$ cat config.mk
export PLATFORM = sky130hd
export DESIGN_NAME = cmp_share_ctrl
export DESIGN_NICKNAME = d
export VERILOG_FILES = /design/src/rtl/rv32_cmp_pkg.sv /design/src/rtl/cmp_share_ctrl_comp32b.sv /design/src/rtl/cmp_share_ctrl.sv
export SDC_FILE = /design/constraint.sdc
export NUM_CORES = 1
export LEC_CHECK = 0
export CORE_MARGIN = 2
export CORE_UTILIZATION = 34
export CTS_BUF_LIST = sky130_fd_sc_hd__clkbuf_2 sky130_fd_sc_hd__clkbuf_4 sky130_fd_sc_hd__clkbuf_8
export DETAILED_ROUTE_END_ITERATION = 12
export PLACE_DENSITY = 0.83
export SYNTH_ARGS = -nofsm -noshare
export SYNTH_HDL_FRONTEND = slang
export SYNTH_SLANG_ARGS = --single-unit
$ cat constraint.sdc
create_clock -name clk -period 4.5 [get_ports clk]
set_clock_uncertainty 0.15 [all_clocks]
set_input_delay 0.45 -clock clk [delete_from_list [all_inputs] [get_ports clk]]
set_output_delay 0.45 -clock clk [all_outputs]
set_load 0.03 [all_outputs]
$ cat src/rtl/rv32_cmp_pkg.sv
// Shared encodings for the RV32 comparator datapath: branch/SLT funct3 values
// and the requester port identifiers used to tag results.
package rv32_cmp_pkg;

   localparam logic [2:0] F3_BEQ  = 3'b000;
   localparam logic [2:0] F3_BNE  = 3'b001;
   localparam logic [2:0] F3_BLT  = 3'b100;
   localparam logic [2:0] F3_BGE  = 3'b101;
   localparam logic [2:0] F3_BLTU = 3'b110;
   localparam logic [2:0] F3_BGEU = 3'b111;

   localparam logic [2:0] F3_SLT  = 3'b010;
   localparam logic [2:0] F3_SLTU = 3'b011;

   localparam logic PORT_BR  = 1'b0;
   localparam logic PORT_SLT = 1'b1;

   typedef struct packed {
      logic id;
      logic result;
      logic err;
   } rspFields_t;

endpackage

$ cat src/rtl/cmp_share_ctrl_comp32b.sv
// COMP32b: 32-bit magnitude comparator; uMod selects unsigned (1) or
// two's-complement signed (0) ordering.
module COMP32b (
   input  logic [31:0] A,
   input  logic [31:0] B,
   input  logic        uMod,
   output logic        Less
);

   always_comb begin
      if (uMod) Less = (A < B);
      else      Less = ($signed(A) < $signed(B));
   end

endmodule

$ cat src/rtl/cmp_share_ctrl.sv
// Round-robin arbiter that shares one COMP32b between the branch port and
// the SLT port, returning one tagged, registered result per accepted request.
module cmp_share_ctrl
   import rv32_cmp_pkg::*;
#(
   parameter int unsigned XLEN    = 32,
   parameter logic        RR_INIT = 1'b1
) (
   input  logic            clk,
   input  logic            rst_n,
   input  logic            req0_valid,
   output logic            req0_ready,
   input  logic [2:0]      req0_op,
   input  logic [XLEN-1:0] req0_a,
   input  logic [XLEN-1:0] req0_b,
   input  logic            req1_valid,
   output logic            req1_ready,
   input  logic [2:0]      req1_op,
   input  logic [XLEN-1:0] req1_a,
   input  logic [XLEN-1:0] req1_b,
   output logic            rsp_valid,
   input  logic            rsp_ready,
   output logic            rsp_id,
   output logic            rsp_result,
   output logic            rsp_err
);

   if (XLEN != 32) begin : gXlenCheck
      $error("cmp_share_ctrl: XLEN must be 32 to match COMP32b");
   end

   logic            lastGrant;
   logic            slotFree;
   logic            grantPort;
   logic            anyValid;
   logic            accept;
   logic [2:0]      selOp;
   logic [XLEN-1:0] selA;
   logic [XLEN-1:0] selB;
   logic            uMod;
   logic            less;
   logic            eq;
   rspFields_t      nextRsp;

   assign slotFree = !rsp_valid || rsp_ready;
   assign anyValid = req0_valid || req1_valid;
   assign accept   = slotFree && anyValid;

   // On a tie the port that did not win last time goes next; when idle the
   // mux rests on port 0 so the comparator never sees floating operands.
   always_comb begin
      if (req0_valid && req1_valid) grantPort = ~lastGrant;
      else if (req1_valid)          grantPort = PORT_SLT;
      else                          grantPort = PORT_BR;
   end

   assign req0_ready = slotFree && req0_valid && (grantPort == PORT_BR);
   assign req1_ready = slotFree && req1_valid && (grantPort == PORT_SLT);

   always_comb begin
      if (grantPort == PORT_SLT) begin
         selOp = req1_op;
         selA  = req1_a;
         selB  = req1_b;
         uMod  = req1_op[0];
      end else begin
         selOp = req0_op;
         selA  = req0_a;
         selB  = req0_b;
         uMod  = req0_op[1];
      end
   end

   COMP32b uComp (
      .A    (selA),
      .B    (selB),
      .uMod (uMod),
      .Less (less)
   );

   assign eq = (selA == selB);

   always_comb begin
      nextRsp.id     = grantPort;
      nextRsp.result = 1'b0;
      nextRsp.err    = 1'b0;
      if (grantPort == PORT_BR) begin
         case (selOp)
            F3_BEQ:           nextRsp.result = eq;
            F3_BNE:           nextRsp.result = !eq;
            F3_BLT, F3_BLTU:  nextRsp.result = less;
            F3_BGE, F3_BGEU:  nextRsp.result = !less;
            default:          nextRsp.err    = 1'b1;
         endcase
      end else begin
         case (selOp)
            F3_SLT, F3_SLTU:  nextRsp.result = less;
            default:          nextRsp.err    = 1'b1;
         endcase
      end
   end

   always_ff @(posedge clk) begin
      if (!rst_n) begin
         rsp_valid  <= 1'b0;
         rsp_id     <= 1'b0;
         rsp_result <= 1'b0;
         rsp_err    <= 1'b0;
         lastGrant  <= RR_INIT;
      end else if (accept) begin
         rsp_valid  <= 1'b1;
         rsp_id     <= nextRsp.id;
         rsp_result <= nextRsp.result;
         rsp_err    <= nextRsp.err;
         lastGrant  <= grantPort;
      end else if (rsp_ready) begin
         rsp_valid  <= 1'b0;
      end
   end

endmodule
## After elaboration in Yosys (flattened, before gate mapping)

Cells that the tools add are included.

- Flip-flop bits (word level): 5
- Input port bits: 139
- Output and inout bits: 6
- Logic and storage cells: 48

- Order comparisons: 2
- Equal/unequal tests: 8
- Mux-type cells: 14
- Bitwise logic cells: 2
- Reduce and logical (&&, ||, !) cells: 17

Operators by type and width:

| kind | count |
|---|---|
| $lt A32 B32 Y1 | 2 |
| $mux W32 | 2 |
| $eq A32 B32 Y1 | 1 |
| $eq A3 B3 Y1 const B | 4 |
| $mux W1 | 9 |
| $eq A3 B2 Y1 const B | 2 |
| $logic_and A1 B1 Y1 | 6 |
| $reduce_or A2 Y1 | 3 |
| $reduce_or A6 Y1 | 1 |
| $pmux W1 S4 | 1 |
| $eq A3 B1 Y1 const B | 1 |
| $logic_not A1 Y1 | 3 |
| $logic_not A3 Y1 | 1 |
| $mux W3 | 1 |
| $logic_or A1 B1 Y1 | 2 |
| $mux W2 | 1 |
| $not A1 Y1 | 2 |
| $reduce_bool A2 Y1 | 1 |

## Logic depth before layout (Yosys ltp)

Gate-level depths: netlist (run 1).

- Word-level depth: 8
- Mapped depth: 13
- Mapped depth without buffers: 10

## Modules after synthesis

From an unflattened synthesis (run 1), not the netlist that was laid out.

- Cells, all modules: 445
- Area, all modules: 2610.0 µm²

Modules (own cells, without submodules):

| module | instances | cells each | area an instance (µm²) | seq. area each (µm²) |
|---|---|---|---|---|
| cmp_share_ctrl | 1 | 335 | 1831.8 | 100.1 |
| COMP32b | 1 | 110 | 778.2 | 0.0 |

## Worst setup path before layout (run 1)

No wires, ideal clock.

- Path kind: input to register
- Start: in req1_valid
- End: reg rsp_result
- Setup time: 74 ps
- Data arrival time: 3151 ps
- Data required time: 4276 ps
- Setup slack: 1125 ps
- Cell stages on the path: 13
- Buffers on the path: 3
- Path through: a21boi_2 -> buf_4 -> clkbuf_1 -> buf_2 -> mux2i_1 -> ha_1 -> a21oi_1 -> o21ai_0 -> a22oi_1 -> nand3_1 -> or3_1 -> a211o_1 -> a31oi_1

- Word-level cells in the longest chain between the ends: 8
- Elaborated cells between the ends (all ways): 29
- Classes of those cells: order compare (2); eq/ne (8); mux (10); reduce/logical (9)

Ends and longest elaborated chain:

| element | RTL line | RTL |
|---|---|---|
| start, declared | cmp_share_ctrl.sv:16 | `input logic req1_valid,` |
| $mux W1 / $logic_and A1 B1 Y1 (equally long branches) | cmp_share_ctrl.sv:53, cmp_share_ctrl.sv:52 |  |
| $mux W1 | cmp_share_ctrl.sv:52 | `if (req0_valid && req1_valid) grantPort = ~lastGrant;` |
| $mux W32 | cmp_share_ctrl.sv:61 | `if (grantPort == PORT_SLT) begin` |
| $lt A32 B32 Y1, on equally long branches | cmp_share_ctrl_comp32b.sv:12, cmp_share_ctrl_comp32b.sv:11 |  |
| $mux W1 | cmp_share_ctrl_comp32b.sv:11 | `if (uMod) Less = (A < B);` |
| $logic_not A1 Y1 | cmp_share_ctrl.sv:92 | `F3_BGE, F3_BGEU: nextRsp.result = !less;` |
| $pmux W1 S4 | cmp_share_ctrl.sv:88 | `case (selOp)` |
| $mux W2 | cmp_share_ctrl.sv:87 | `if (grantPort == PORT_BR) begin` |
| end signal, assigned | cmp_share_ctrl.sv:113 | `rsp_result <= nextRsp.result;` |
| end, declared | cmp_share_ctrl.sv:24 | `output logic rsp_result,` |

Several ways; a longest one is shown, not always the timed one.
A chain may end at the register's enable or synchronous reset.

## Worst setup path after layout (run 1)

Ends and elaborated chain as after synthesis.

==> results_dict.tcl, run 1 <==
set metrics [dict create \
    final_util_pct 66.3 \
    max-slew-margin-rel_pct 71.8 \
    grt_pass1_vias 2075 \
    gr-usage-met2_pct 36.1 \
    tns_ns 0 \
    grt_setup_unrepaired "no" \
    drt_iter0_markers 40 \
    path_common_cell "a31oi_1" \
    seqPwrFrac_pct 10.5 \
    dp.cells 408 \
    drtAntennaViolNets 0 \
    drive_gt1_share_pct 12.6 \
    path_class "in2reg" \
    switchingPower_mw 0.157 \
    grt_util_met1_pct 19.9 \
    die_h_um 75.5 \
    syn-cell-area_mm2 0.00174 \
    clk_pin_slew_ns 0.04 \
    hold_class "reg2reg" \
    status "finished clean" \
    post_cts_resized 0 \
    cts_sinks 5 \
    arrival_ns 3.76 \
    worst-path-max-fanout 21 \
    overflow 0 \
    clkPwrFrac_pct 19.3 \
    slowest_stage "clkdlybuf4s50_1" \
    clkLatencyLatePin_ns 0.23 \
    grt_util_met3_pct 4.10 \
    share_comb_of_total_power_pct 70.2 \
    dp_hpwl_um 4960 \
    clock-root-buffer "clkbuf_8" \
    die_w_um 75.5 \
    finalCriticalPeriod_ns 3.76 \
    cp.required_ns 4.51 \
    coreArea_mm2 0.00501 \
    fin_nets 514 \
    ys_async_sr_fraction_pct 0 \
    ys_types 38 \
    cts_made_buffers 3 \
    synth-main-ff-cell "dfxtp_1" \
    syn_to_final_growth_pct 91.3 \
    power_switching_share_pct 32.4 \
    netlist_instances 199 \
    layoutNonFillerInstCount 412 \
    start_util_pct 34.7 \
    final_max_slew_viol_count 0 \
    avgViaCountPerCell 5.04 \
    gp_congestion 0.791 \
    post_cts_buffers 0 \
    dieArea_mm2 0.00570 \
    num-fill-cells 450 \
    period_share_pct 83.5 \
    cp-end-kind "flip-flop" \
    power.internal_mw 0.327 \
    ios 145 \
    syn_avg_cell_area_um2 8.73 \
    synth_warnings 0 \
    max-cap-violations 0 \
    ys_seq_area_share_pct 5.76 \
    power_density_mw_per_mm2 146 \
    drc 0 \
    antenna_found_initial 0 \
    cts_hold_buf 0 \
    rows 26 \
    max_stage_delay_ns 0.52 \
    grt_max_degree 42 \
    grt_first_pass_wirelength_um 8340 \
    portBuffers 144 \
    setup_viol 0 \
    clockBufferDepth 2 \
    drtPass1Iterations 4 \
    path_cells "clkdlybuf4s50_1, a21boi_4, buf_4, mux2_2, ha_1, and4_1, and2_1, a22oi_1, a31oi_1, or3_1, a211o_1, a31oi_1" \
    cp-start-kind "primary input" \
    synth_edf_count 0 \
    wirelength_um 5440 \
    vias 2078 \
    p_leak_nw 1.35 \
    max_freq_mhz 266 \
    cts_tree "done" \
    wl_per_cell_um 13.2 \
    ctsHtreeMaxLevel 1 \
    peakVddDrop_mv 0.101 \
    tightest_slew_ns 0.419 \
    finalHoldViolations 0 \
    synthesis.nets 370 \
    grt.busiest_layer "met2" \
    ys_ff_latch 5 \
    n_antenna_cell 0 \
    grt_usage_pct 18.6 \
]
==> kinds of logic after synthesis <==
family,count (synthesis),synth area share (%)
xor gates and xnor gates,2,1.01
buffers and inverters,14,3.31
DFF,5,5.76
AOI/OAI and AO/OA,42,15.1
and+or+nand+nor,40,12.6
adders and majority gates,32,23.1
muxes,64,39.2
==> critical path, delay by kind of cell <==
| family | cells | cell delay (ns) |
|---|---|---|
| compound gates | 5 | 1.01 |
| buf+inv | 2 | 0.84 |
| simple gates | 3 | 0.73 |
| mux | 1 | 0.38 |
| fa+ha+maj | 1 | 0.33 |
==> cell usage after synthesis, types with 2 or more instances <==
master	number	share of area (%)
ha_1	32	23
mux2_2	32	21
mux2i_1	32	18
a21oi_1	16	4.6
nand2_1	11	2.4
o21ai_0	10	2.9
clkbuf_1	6	1.3
inv_1	6	1.3
nand3_1	6	1.7
nand4_1	6	2.2
dfxtp_1	5	5.8
nor2_1	4	0.86
a31oi_1	3	1.1
a21boi_0	2	0.86
a22oi_1	2	0.86
and4_1	2	1.0
nor3_1	2	0.58
or4_1	2	0.86
==> path summary, 6_finish.rpt <==
check | startpoint | end | slack, ns | depth (start not counted)
worst max register to register | lastGrant | rsp_result | 1.22 | 11
worst min-delay path | rsp_id | rsp_id | 0.32 | 2
worst min register to register | rsp_id | rsp_id | 0.32 | 2
worst max-delay path | req1_valid | rsp_result | 0.74 | 12
==> final cells by class <==
type | count | area [um^2] | area share [%]
multi-input combinational | 180 | 1590 | 47.8
timing repair buffer | 147 | 1480 | 44.4
sequential | 5 | 100 | 3.01
tap | 70 | 87.6 | 2.64
clock buffer | 4 | 48.8 | 1.47
inverter | 6 | 22.5 | 0.678
==> stage by stage <==
step	total power [mW]	hold slack, ns	area [um^2]	setup slack (ns)
global route	0.528	0.340	3320	0.547
floorplan	0.224	0.309	1740	1.12
finish	0.484	0.316	3320	0.742
detailed placement	0.394	0.314	3270	0.505
CTS	0.492	0.319	3320	0.720
global placement	0.383	0.300	3270	0.555
==> cell usage in the layout, fill, tap and decap left out, types with 2 or more instances in the layout <==
| cell type | netlist | layout |
|---|---|---|
| buf_4 | 1 | 2 |
| clkdlybuf4s50_1 | 0 | 144 |
| inv_1 | 6 | 6 |
| dfxtp_1 | 5 | 5 |
| nor2_1 | 4 | 4 |
| a21oi_1 | 16 | 16 |
| a22oi_1 | 2 | 2 |
| mux2_2 | 32 | 32 |
| nand2_1 | 11 | 11 |
| ha_1 | 32 | 32 |
| a31oi_1 | 3 | 3 |
| and4_1 | 2 | 2 |
| nand4_1 | 6 | 6 |
| nor3_1 | 2 | 2 |
| a21boi_0 | 2 | 2 |
| mux2i_1 | 32 | 32 |
| clkbuf_8 | 0 | 3 |
| nand3_1 | 6 | 6 |
| o21ai_0 | 10 | 10 |
| or4_1 | 2 | 2 |
==> state kept, by name, summed over array words and instances (netlist names) <==
signal / count
rsp_valid: 1
rsp_result: 1
rsp_err: 1
lastGrant: 1
rsp_id: 1
==> power by group through the flow <==
stage	sequential [mW]	clock, mW	combinational [mW]
after floorplan	0.0572	0	0.167
after global placement	0.0513	0	0.331
after detailed placement	0.0515	0	0.342
after CTS	0.0509	0.0965	0.344
after global routing	0.0512	0.0997	0.377
final	0.0509	0.0933	0.340
==> routing by layer <==
layer | share of wire, % | vias to the layer above | wire length (um)
met4 | 2.1 | 0 | 114
met3 | 8.7 | 12 | 475
met2 | 52 | 95 | 2840
met5 | 0 | - | 0
li1 | - | 1056 | -
met1 | 37 | 915 | 2010
(Power assumes the default switching activity.)
==> run 2, diff against run 1 <==
Settings changed: CORE_UTILIZATION 34 to 30, PLACE_DENSITY 0.83 to 0.78.
Clock period 4.5 ns to 3.3 ns, I/O delays scaled along.
==> run 2 against run 1 <==
Effect of this change: cell area is 8.3% higher; combinational power rose by 53%; sequential power rose by 37%; sequential share of layout area decreased by 0.23 points; register-to-register slack worse by 1.0 ns; via count increased by 2.4%; critical path depth grew 1; final cell count increased by 5.6%.
==> results_dict.tcl, run 2 (synthesis gave the netlist of run 1 again) <==
set metrics [dict create \
    crit_family "compound AO/OA/AOI/OAI gates" \
    most-common-layout-cells "142 x clkdlybuf4s50_1, 32 x mux2_2, 32 x mux2i_1, 32 x ha_1, 17 x buf_4" \
    max-cap-violations 0 \
    gp_congestion 0.776 \
    drtAntennaViolNets 0 \
    clock-root-buffer "clkbuf_8" \
    status "finished clean" \
    tightest_slew_ns 0.402 \
    cts_hold_buf 0 \
    max_stage_delay_ns 0.54 \
    p_total_mw 0.718 \
    critPathCapture "rsp_result" \
    max-slew-margin-rel_pct 72.9 \
    cts_tree "done" \
    die_h_um 80.1 \
    p_leak_nw 1.49 \
    path_depth 13 \
    cp-end-kind "flip-flop" \
    fin_nets 535 \
    worst-path-max-fanout 9 \
    whs_ns 0.317 \
    syn_to_final_growth_pct 107 \
    cp-start-kind "primary input" \
    finalHoldViolations 0 \
    slowest_stage "or4_1" \
    n_antenna_cell 0 \
    grt_usage_pct 18.0 \
    setup_viol 0 \
    crit_path_start "req1_valid" \
    period_share_pct 95.3 \
    rows 27 \
    grt_setup_unrepaired "no" \
    post_dp_cell_area_mm2 0.00342 \
    timing.rr.start "lastGrant" \
    clockBufferDepth 2 \
    grt_pass1_vias 2201 \
    wl_per_cell_um 13.6 \
    final_max_slew_viol_count 0 \
    max_freq_mhz 318 \
    drc 0 \
    antenna_found_initial 0 \
    dp_hpwl_um 5120 \
    coreArea_mm2 0.00554 \
    path_cells "dlygate4sd2_1, a21boi_4, buf_12, buf_12, buf_12, mux2_2, ha_1, nand4_1, or4_1, a31oi_1, o21ai_0, a211o_1, a31oi_1" \
    avgViaCountPerCell 4.89 \
    portBuffers 144 \
    clk_pin_slew_ns 0.04 \
    clkLatencyLatePin_ns 0.23 \
    cts_made_buffers 3 \
    grt_max_degree 23 \
    reg2reg_slack_ns 0.19 \
    cts_sinks 5 \
    worst-path-buf-inv 4 \
    wirelength_um 5900 \
    drive_gt1_share_pct 18.5 \
    start_util_pct 31.3 \
    hold_class "reg2reg" \
    drtPass1Iterations 4 \
    final_area_mm2 0.00360 \
    vias 2127 \
    ios 145 \
    rr_worst_depth 12 \
    dieArea_mm2 0.00641 \
    drt_iter0_markers 47 \
    finalCriticalPeriod_ns 3.14 \
    ctsHtreeMaxLevel 1 \
    power_density_mw_per_mm2 200 \
    overflow 0 \
    final_common_cell "clkdlybuf4s50_1" \
    path_class "in2reg" \
    die_w_um 80.1 \
    arrival_ns 3.15 \
    timing.rr.end "rsp_result" \
    cp.required_ns 3.31 \
    path_common_cell "buf_12" \
    peakVddDrop_mv 0.131 \
    grt_first_pass_wirelength_um 9400 \
]
[run 2: cell count changes in the layout (fill, tap and decap cells not counted), moves of 2 or more]
| cell | delta |
|---|---|
| buf_16 | +2 |
| buf_12 | +3 |
| buf_4 | +15 |
| clkdlybuf4s50_1 | -2 |
[run 2: cell type report]
type                       count  area, um^2
fill                         482        1940
clock buffer                   4        48.8
tap                           72        90.1
inverter                       6        22.5
sequential                     5         100
timing repair buffer         168        1740
multi-input combinational    180        1600
[run 2: per-stage QoR]
stage | TNS [ns] | worst slack, ns | util (%) | cells
floorplan | 0 | 0.0449 | - | 199
global placement | -0.370 | -0.370 | 61.7 | 427
detailed placement | -0.408 | -0.408 | 61.7 | 427
CTS | 0 | 0.0743 | 64.6 | 435
global route | 0 | 0.00439 | 64.9 | 435
finish | 0 | 0.156 | 64.9 | 435
[run 2: layer usage]
metal | part of all wire, % | global-route usage, % | vias up | wire length, um
met5 | 0 | 0 | - | 0
met4 | 0.64 | 3.90 | 0 | 38
met3 | 7.1 | 2.70 | 4 | 416
met2 | 53 | 35.1 | 87 | 3140
met1 | 39 | 20.2 | 938 | 2310
li1 | - | - | 1098 | -
[run 2: report_power, final]
part / leakage (nW) / switching [mW] / internal [mW]
Combinational: 1.43 / 0.186 / 0.334
Clock: 0.0262 / 0.0367 / 0.0917
Sequential: 0.0416 / 0.00346 / 0.0662
[run 2: worst register-to-register path, stage by stage (launching register included)]
cell	delay [ns]
dfxtp_1	0.33
a21boi_4	0.20
buf_12	0.15
buf_12	0.12
buf_12	0.12
mux2_2	0.33
ha_1	0.32
nand4_1	0.13
or4_1	0.54
a31oi_1	0.18
o21ai_0	0.10
a211o_1	0.26
a31oi_1	0.12
[run 2: worst min path at each step]
stage / from / endpoint / slack, ns / cells after the start
2_1_floorplan: rst_n / lastGrant / 0.25 / 1
3_3_place_gp: rsp_id / rsp_id / 0.31 / 2
3_5_place_dp: rsp_id / rsp_id / 0.32 / 2
4_1_cts: rsp_id / rsp_id / 0.32 / 2
5_1_grt: rsp_id / rsp_id / 0.35 / 2
6_report: rsp_id / rsp_id / 0.32 / 2
[run 2: what timing repair did]
action,4_1_cts,5_1_grt
buffers inserted,2,0
pin swaps,4,7
resized for setup,7,5
endpoints found under the setup margin,1,1
gates cloned,2,0
==> run 3, diff against run 2 <==
Settings changed: CTS_CLUSTER_SIZE set to 30.
==> results of run 3 <==
Same layout as run 2: the final DEF is identical, and so are final timing and power.
